**config.mk**
```make
export PLATFORM = sky130hd
export DESIGN_NAME = ysyx_25030093_ifu_prefetch
export DESIGN_NICKNAME = d
export VERILOG_FILES = /design/src/rtl/ysyx_25030093_ifu_pkg.sv /design/src/rtl/ysyx_25030093_ifu_fifo.sv /design/src/rtl/ysyx_25030093_ifu_prefetch.sv
export SDC_FILE = /design/constraint.sdc
export NUM_CORES = 1
export LEC_CHECK = 0
export BUFFER_PORTS_ARGS = -buffer_cell sky130_fd_sc_hd__buf_4
export CAP_MARGIN = 20
export CORE_ASPECT_RATIO = 1.2
export CORE_MARGIN = 2
export CORE_UTILIZATION = 45
export CTS_BUF_LIST = sky130_fd_sc_hd__clkbuf_4 sky130_fd_sc_hd__clkbuf_8 sky130_fd_sc_hd__clkbuf_16
export DETAILED_ROUTE_END_ITERATION = 10
export HOLD_SLACK_MARGIN = 0.03
export PLACE_DENSITY = 0.69
export SETUP_SLACK_MARGIN = 0.1
export SLEW_MARGIN = 20
export SYNTH_ARGS = -nofsm -noshare
export SYNTH_HDL_FRONTEND = slang
export SYNTH_HIERARCHICAL = 1
export SYNTH_SLANG_ARGS = --single-unit
```
**constraint.sdc**
```tcl
create_clock -name clk -period 8.2 [get_ports clk]
set_clock_uncertainty 0.2 [all_clocks]
set_input_delay 0.41 -clock clk [delete_from_list [all_inputs] [get_ports clk]]
set_output_delay 0.41 -clock clk [all_outputs]
set_load 0.01 [all_outputs]
```
**src/rtl/ysyx_25030093_ifu_pkg.sv**
```systemverilog
// Shared types for the prefetching instruction-fetch unit:
// fetch state encoding, default reset PC and the prefetch entry layout.
package ysyx_25030093_ifu_pkg;

    // Fetch control states
    typedef enum logic [1:0] {
        IDLE = 2'd0,   // waiting for FIFO room
        REQ  = 2'd1,   // request presented on the memory port
        WAIT = 2'd2,   // request accepted, waiting for the beat
        HALT = 2'd3    // fault fetched, parked until redirect
    } ifu_state_e;

    // Default fetch address after reset
    localparam logic [31:0] IFU_RESET_PC = 32'h8000_0000;

    // Default-width entry layout; the top packs its FIFO word in this order
    localparam int IFU_ADDR_W = 32;
    localparam int IFU_INST_W = 32;

    typedef struct packed {
        logic [IFU_INST_W-1:0] inst;
        logic [IFU_ADDR_W-1:0] pc;
        logic                  err;
    } ifu_entry_t;

endpackage

```
**src/rtl/ysyx_25030093_ifu_fifo.sv**
```systemverilog
// Synchronous prefetch FIFO with flush and occupancy count.
// Output word reads as zero while empty so the consumer never sees stale data.
module ysyx_25030093_ifu_fifo #(
    parameter int DEPTH = 4,
    parameter int WIDTH = 65,
    localparam int AW    = $clog2(DEPTH),
    localparam int CNT_W = AW + 1
) (
    input  logic             clk,
    input  logic             rst,
    input  logic             flush_i,
    input  logic             push_i,
    input  logic [WIDTH-1:0] push_data_i,
    input  logic             pop_i,
    output logic [WIDTH-1:0] pop_data_o,
    output logic             valid_o,
    output logic [CNT_W-1:0] count_o
);

    logic [WIDTH-1:0] mem_q [DEPTH];
    logic [AW-1:0]    wr_ptr_q, wr_ptr_d;
    logic [AW-1:0]    rd_ptr_q, rd_ptr_d;
    logic [CNT_W-1:0] count_q, count_d;
    logic             do_push, do_pop;

    // Flush overrides both push and pop in the same cycle
    assign do_push = push_i & ~flush_i;
    assign do_pop  = pop_i & ~flush_i & (count_q != '0);

    // Next pointer / occupancy values
    always_comb begin
        wr_ptr_d = wr_ptr_q;
        rd_ptr_d = rd_ptr_q;
        count_d  = count_q;
        if (flush_i) begin
            wr_ptr_d = '0;
            rd_ptr_d = '0;
            count_d  = '0;
        end else begin
            if (do_push) wr_ptr_d = wr_ptr_q + AW'(1);
            if (do_pop)  rd_ptr_d = rd_ptr_q + AW'(1);
            if (do_push && !do_pop) count_d = count_q + CNT_W'(1);
            if (!do_push && do_pop) count_d = count_q - CNT_W'(1);
        end
    end

    // Pointer and occupancy registers
    always_ff @(posedge clk or posedge rst) begin
        if (rst) begin
            wr_ptr_q <= '0;
            rd_ptr_q <= '0;
            count_q  <= '0;
        end else begin
            wr_ptr_q <= wr_ptr_d;
            rd_ptr_q <= rd_ptr_d;
            count_q  <= count_d;
        end
    end

    // Entry storage (data only, no reset needed)
    always_ff @(posedge clk) begin
        if (do_push) mem_q[wr_ptr_q] <= push_data_i;
    end

    assign valid_o    = (count_q != '0);
    assign pop_data_o = valid_o ? mem_q[rd_ptr_q] : '0;
    assign count_o    = count_q;

endmodule

```
**src/rtl/ysyx_25030093_ifu_prefetch.sv**
```systemverilog
// Instruction-fetch unit with prefetch FIFO.
// Issues one sequential fetch at a time, buffers {inst, pc, err} and
// hands entries to IDU; redirect flushes and drops any in-flight beat.
// Optional performance counters: define YSYX_IFU_PERF_CNT_EN.
module ysyx_25030093_ifu_prefetch
    import ysyx_25030093_ifu_pkg::*;
#(
    parameter int                ADDR_W   = 32,
    parameter int                INST_W   = 32,
    parameter int                DEPTH    = 4,
    parameter logic [ADDR_W-1:0] RESET_PC = ADDR_W'(IFU_RESET_PC)
) (
    input  logic              clk,
    input  logic              rst,
    input  logic              redirect_valid,
    input  logic [ADDR_W-1:0] redirect_pc,
    output logic              mem_req_valid,
    input  logic              mem_req_ready,
    output logic [ADDR_W-1:0] mem_req_addr,
    input  logic              mem_rsp_valid,
    input  logic [INST_W-1:0] mem_rsp_data,
    input  logic              mem_rsp_err,
    output logic              out_valid,
    input  logic              out_ready,
    output logic [INST_W-1:0] out_inst,
    output logic [ADDR_W-1:0] out_pc,
    output logic              out_err
`ifdef YSYX_IFU_PERF_CNT_EN
    ,
    output logic [31:0]       perf_fetch_cnt,
    output logic [31:0]       perf_drop_cnt,
    output logic [31:0]       perf_full_cyc
`endif
);

    localparam int               CNT_W   = $clog2(DEPTH) + 1;
    localparam int               ENT_W   = INST_W + ADDR_W + 1;
    localparam logic [CNT_W-1:0] DEPTH_C = CNT_W'(DEPTH);

    ifu_state_e        state_q, state_d;
    logic [ADDR_W-1:0] fetch_pc_q, fetch_pc_d;
    logic [ADDR_W-1:0] req_pc_q, req_pc_d;
    logic              drop_q, drop_d;
    logic              push, pop, room;
    logic [CNT_W-1:0]  fifo_count;
    logic [ENT_W-1:0]  push_data, pop_data;

    // Room must also cover the single outstanding request
    assign room         = (fifo_count < DEPTH_C);
    assign mem_req_addr = req_pc_q;
    assign push_data    = {mem_rsp_data, req_pc_q, mem_rsp_err};
    assign pop          = out_valid & out_ready;

    // Fetch sequencing; redirect is applied last so it wins over everything
    always_comb begin
        state_d       = state_q;
        fetch_pc_d    = fetch_pc_q;
        req_pc_d      = req_pc_q;
        drop_d        = drop_q;
        mem_req_valid = 1'b0;
        push          = 1'b0;
        case (state_q)
            IDLE: begin
                if (room) begin
                    state_d  = REQ;
                    req_pc_d = fetch_pc_q;
                end
            end
            REQ: begin
                mem_req_valid = 1'b1;
                if (mem_req_ready) begin
                    state_d = WAIT;
                    // After a redirect fetch_pc already holds the new target
                    if (!drop_q) fetch_pc_d = fetch_pc_q + ADDR_W'(4);
                end
            end
            WAIT: begin
                if (mem_rsp_valid) begin
                    if (drop_q) begin
                        drop_d  = 1'b0;
                        state_d = IDLE;
                    end else begin
                        push    = 1'b1;
                        state_d = mem_rsp_err ? HALT : IDLE;
                    end
                end
            end
            HALT: begin
                state_d = HALT;
            end
            default: state_d = IDLE;
        endcase

        if (redirect_valid) begin
            fetch_pc_d = redirect_pc;
            push       = 1'b0;
            case (state_q)
                // Request stays on the bus with the old address; its beat is dropped
                REQ: drop_d = 1'b1;
                WAIT: begin
                    if (mem_rsp_valid) begin
                        drop_d  = 1'b0;
                        state_d = IDLE;
                    end else begin
                        drop_d  = 1'b1;
                    end
                end
                default: state_d = IDLE;
            endcase
        end
    end

    // Control state registers
    always_ff @(posedge clk or posedge rst) begin
        if (rst) begin
            state_q    <= IDLE;
            fetch_pc_q <= RESET_PC;
            req_pc_q   <= RESET_PC;
            drop_q     <= 1'b0;
        end else begin
            state_q    <= state_d;
            fetch_pc_q <= fetch_pc_d;
            req_pc_q   <= req_pc_d;
            drop_q     <= drop_d;
        end
    end

    ysyx_25030093_ifu_fifo #(
        .DEPTH (DEPTH),
        .WIDTH (ENT_W)
    ) u_fifo (
        .clk         (clk),
        .rst         (rst),
        .flush_i     (redirect_valid),
        .push_i      (push),
        .push_data_i (push_data),
        .pop_i       (pop),
        .pop_data_o  (pop_data),
        .valid_o     (out_valid),
        .count_o     (fifo_count)
    );

    assign {out_inst, out_pc, out_err} = pop_data;

`ifdef YSYX_IFU_PERF_CNT_EN
    logic [31:0] fetch_cnt_q, drop_cnt_q, full_cyc_q;
    logic        rsp_discard;

    assign rsp_discard = (state_q == WAIT) && mem_rsp_valid && (drop_q || redirect_valid);

    // Event counters, free-running with natural wrap
    always_ff @(posedge clk or posedge rst) begin
        if (rst) begin
            fetch_cnt_q <= '0;
            drop_cnt_q  <= '0;
            full_cyc_q  <= '0;
        end else begin
            if (push)                       fetch_cnt_q <= fetch_cnt_q + 32'd1;
            if (rsp_discard)                drop_cnt_q  <= drop_cnt_q + 32'd1;
            if ((state_q == IDLE) && !room) full_cyc_q  <= full_cyc_q + 32'd1;
        end
    end

    assign perf_fetch_cnt = fetch_cnt_q;
    assign perf_drop_cnt  = drop_cnt_q;
    assign perf_full_cyc  = full_cyc_q;
`endif

endmodule

```
==> impl_metrics.yaml <==
yosys:
  syn_nets: 848
  synthCells: 767
  synthesis.area_sq_um: 13600
  yosysSeqAreaShare_pct: 71.0
  async_flop_share_pct: 22.2
  synth_edf_count: 260
  synth_top_flop_cell: "edfxtp_1"
  syn-mean-instance-area_sq_um: 17.8
  yosys_register_bits: 334
  yosysWarnings: 6
  synth_cell_type_count: 52
critical_path:
  reg2reg_depth: 7
  timing.rr.start: "u_fifo/count_o[1]"
  start_kind: "flop"
  path_cells: "buf_4, mux4_2, and2_1, buf_4"
  crit_path_end_kind: "output pin"
  cp.arrival_ns: 3.02
  crit_top_cell: "buf_4"
  critical_path_required_ns: 7.59
  cp_max_fo: 38
  slowest_stage: "dfrtp_4"
  path_class: "reg2out"
  regToRegSetupSlack_ns: 5.23
  reg2reg_to: "u_fifo/count_o[1]"
  slowest_delay_ns: 0.95
drt:
  drtIter0Drc: 444
  vias_per_cell: 5.35
  antenna_left: 0
  drc: 0
  drt-pass1-iter-count: 4
  wl_per_cell_um: 19.5
  vias: 7609
  wl_mm: 27.6
pwr:
  clkPwrFrac_pct: 35.6
  seqPwrFrac_pct: 51.1
  p_sw_mw: 1.05
  leakage_nw: 6.04
  fin_total_pwr_mw: 4.32
  p_int_mw: 3.27
  power.density_nw_per_um2: 254
  vdd_drop_max_mv: 0.159
  p_comb_share_pct: 13.3
  swShare_pct: 24.2
finish:
  area_delta_synth_final_pct: 24.8
  nNetsFinal: 1086
  drive_above_1_share_pct: 33.8
  final_util_pct: 57.2
  antenna_cells: 0
clock_network:
  cts.sinks: 334
  postCtsSetupRepairBufs: 0
  cts_tree: "done"
  clock-root-buffer: "clkbuf_16"
  clk_pin_slew_ns: 0.06
  cts_max_path_buffers: 3
  numCtsBuffers: 34
  cts_resized: 0
  cts.htree.levels: 2
  cts_hold_buf: 66
  clk_latency_ns: 0.51
flow_run:
  max_cap_violations: 0
floorplan:
  die_w_um: 163
  core.rowCount: 69
  die_y_um: 195
  initial_core_util_pct: 45.8
  io_pins: 170
  core-area_sq_um: 29700
  dieArea_sq_um: 31700
min_path:
  hold_depth: 4
  holdPathEnd: "drop_q"
  hold_class: "in2reg"
  min_from: "mem_rsp_valid"
global_routing:
  grt_max_degree: 68
  overflow: 0
  track_usage_pct: 17.9
  antenna_found_initial: 0
  grt_pass1_vias: 8023
  grt_pass1_wl_mm: 43.9
sta:
  rsz0062_at_grt: "no"
  fmax_mhz: 275
  worst_pin_slew_ns: 1.05
  fin_crit_sh_pct: 44.3
  hold_viol: 0
  finalSetupViolCount: 0
  drv_slew: 0
  min_period_ns: 3.63
  slew_headroom_pct: 30.2
  tns_ns: 0
placement:
  dpl.hpwl_mm: 16.3
  place.gp.congestion: 0.790
  io_buffer_count: 169
run_status:
  outcome: "finished clean"
[registers in the layout (all words and copies together), names as in the netlist]
name and flops:
drop_q 1, fetch_pc_q 32, mem_req_addr 32, state_q 2, u_fifo/count_o 3, u_fifo/mem_q 260
u_fifo/rd_ptr_q 2, u_fifo/wr_ptr_q 2
[kinds of logic (layout without fill, tap and decap cells)]
group,after synthesis,in the layout,share of synthesized area [%]
AO/OA/AOI/OAI,64,64,3.03
flip-flops,334,334,71.0
XOR/XNOR,16,16,1.03
AND/OR/NAND/NOR,197,197,8.41
adder cells (fa/ha/maj),10,10,0.974
multiplexers,100,100,13.6
buffers and inverters,46,310,1.96
[worst max-delay path: cells and delay by family, from the launching register on]
| kind | cells | cell delay (ns) |
|---|---|---|
| flops | 1 | 0.95 |
| buf+inv | 2 | 0.78 |
| mux | 1 | 0.60 |
| simple gates | 1 | 0.17 |
[cells in the mapped netlist (all sizes together) (14+ instances only)]
master  count  area share, %
nand3      14           0.55
and2       72            3.3
o21ai      21           0.77
or4        18            1.1
edfxtp    260             57
buf        14            1.1
mux2       33            2.7
nand2      29           0.80
dfrtp      72             13
a31oi      18           0.83
nor2       26           0.72
mux4       65             11
clkbuf     23           0.64
[power by group through the flow]
| stage | combinational [mW] | clock, mW | sequential (mW) |
|---|---|---|---|
| 5_1_grt | 0.629 | 1.64 | 2.23 |
| 6_report | 0.573 | 1.54 | 2.21 |
| 3_3_place_gp | 0.551 | 0 | 2.24 |
| 2_1_floorplan | 0.277 | 0 | 2.21 |
| 3_5_place_dp | 0.557 | 0 | 2.25 |
| 4_1_cts | 0.585 | 1.57 | 2.21 |
[worst max-delay path by stage]
stage,startpoint,end,slack [ns],cells past startpoint
3_3_place_gp,u_fifo/rd_ptr_q[0],out_pc[15],4.96,4
3_5_place_dp,u_fifo/rd_ptr_q[0],out_pc[30],4.94,4
4_1_cts,u_fifo/rd_ptr_q[0],out_pc[15],4.40,4
5_1_grt,u_fifo/rd_ptr_q[0],out_pc[30],4.30,4
6_report,u_fifo/rd_ptr_q[0],out_pc[20],4.57,4
2_1_floorplan,state_q[0],u_fifo/mem_q[0][0],4.55,7
[cell usage in the layout, fill, tap and decap left out, drive strengths merged, types with 13 or more instances in the layout]
cell	n
nand2	29
clkbuf	48
dfrtp	72
edfxtp	260
buf	173
and2	72
o31ai	13
o21ai	21
nand3	14
dlygate4sd3	66
or4	18
mux4	65
a31oi	18
nor2	26
mux2	33
[area by class of cell]
type | count | area [sq um]
fillers | 2321 | 12700
inverters | 9 | 33.8
repair buffers | 239 | 1960
clock buffers | 48 | 1010
clock inverters | 14 | 123
flip-flops and latches | 334 | 9670
multi-input cells | 387 | 3700
well taps | 390 | 488
[through the flow]
stage | hold slack, ns | cell area, sq um | instances | worst slack [ns]
finish | 0.102 | 17000 | 1421 | 4.57
floorplan | 0.0134 | 13600 | 767 | 4.55
global placement | 0.0998 | 15200 | 1293 | 4.96
CTS | 0.0750 | 17000 | 1421 | 4.40
global route | 0.117 | 17000 | 1421 | 4.30
detailed placement | 0.104 | 15200 | 1293 | 4.94
[layer usage]
metal / track usage [%] / up-vias / wire length (um)
li1: - / 3487 / -
met1: 23.7 / 3879 / 11600
met3: 2.82 / 40 / 1310
met4: 5.01 / 0 / 569
met2: 30.8 / 203 / 14200
met5: 0 / - / 0
Power figures use the tool's default switching activity.
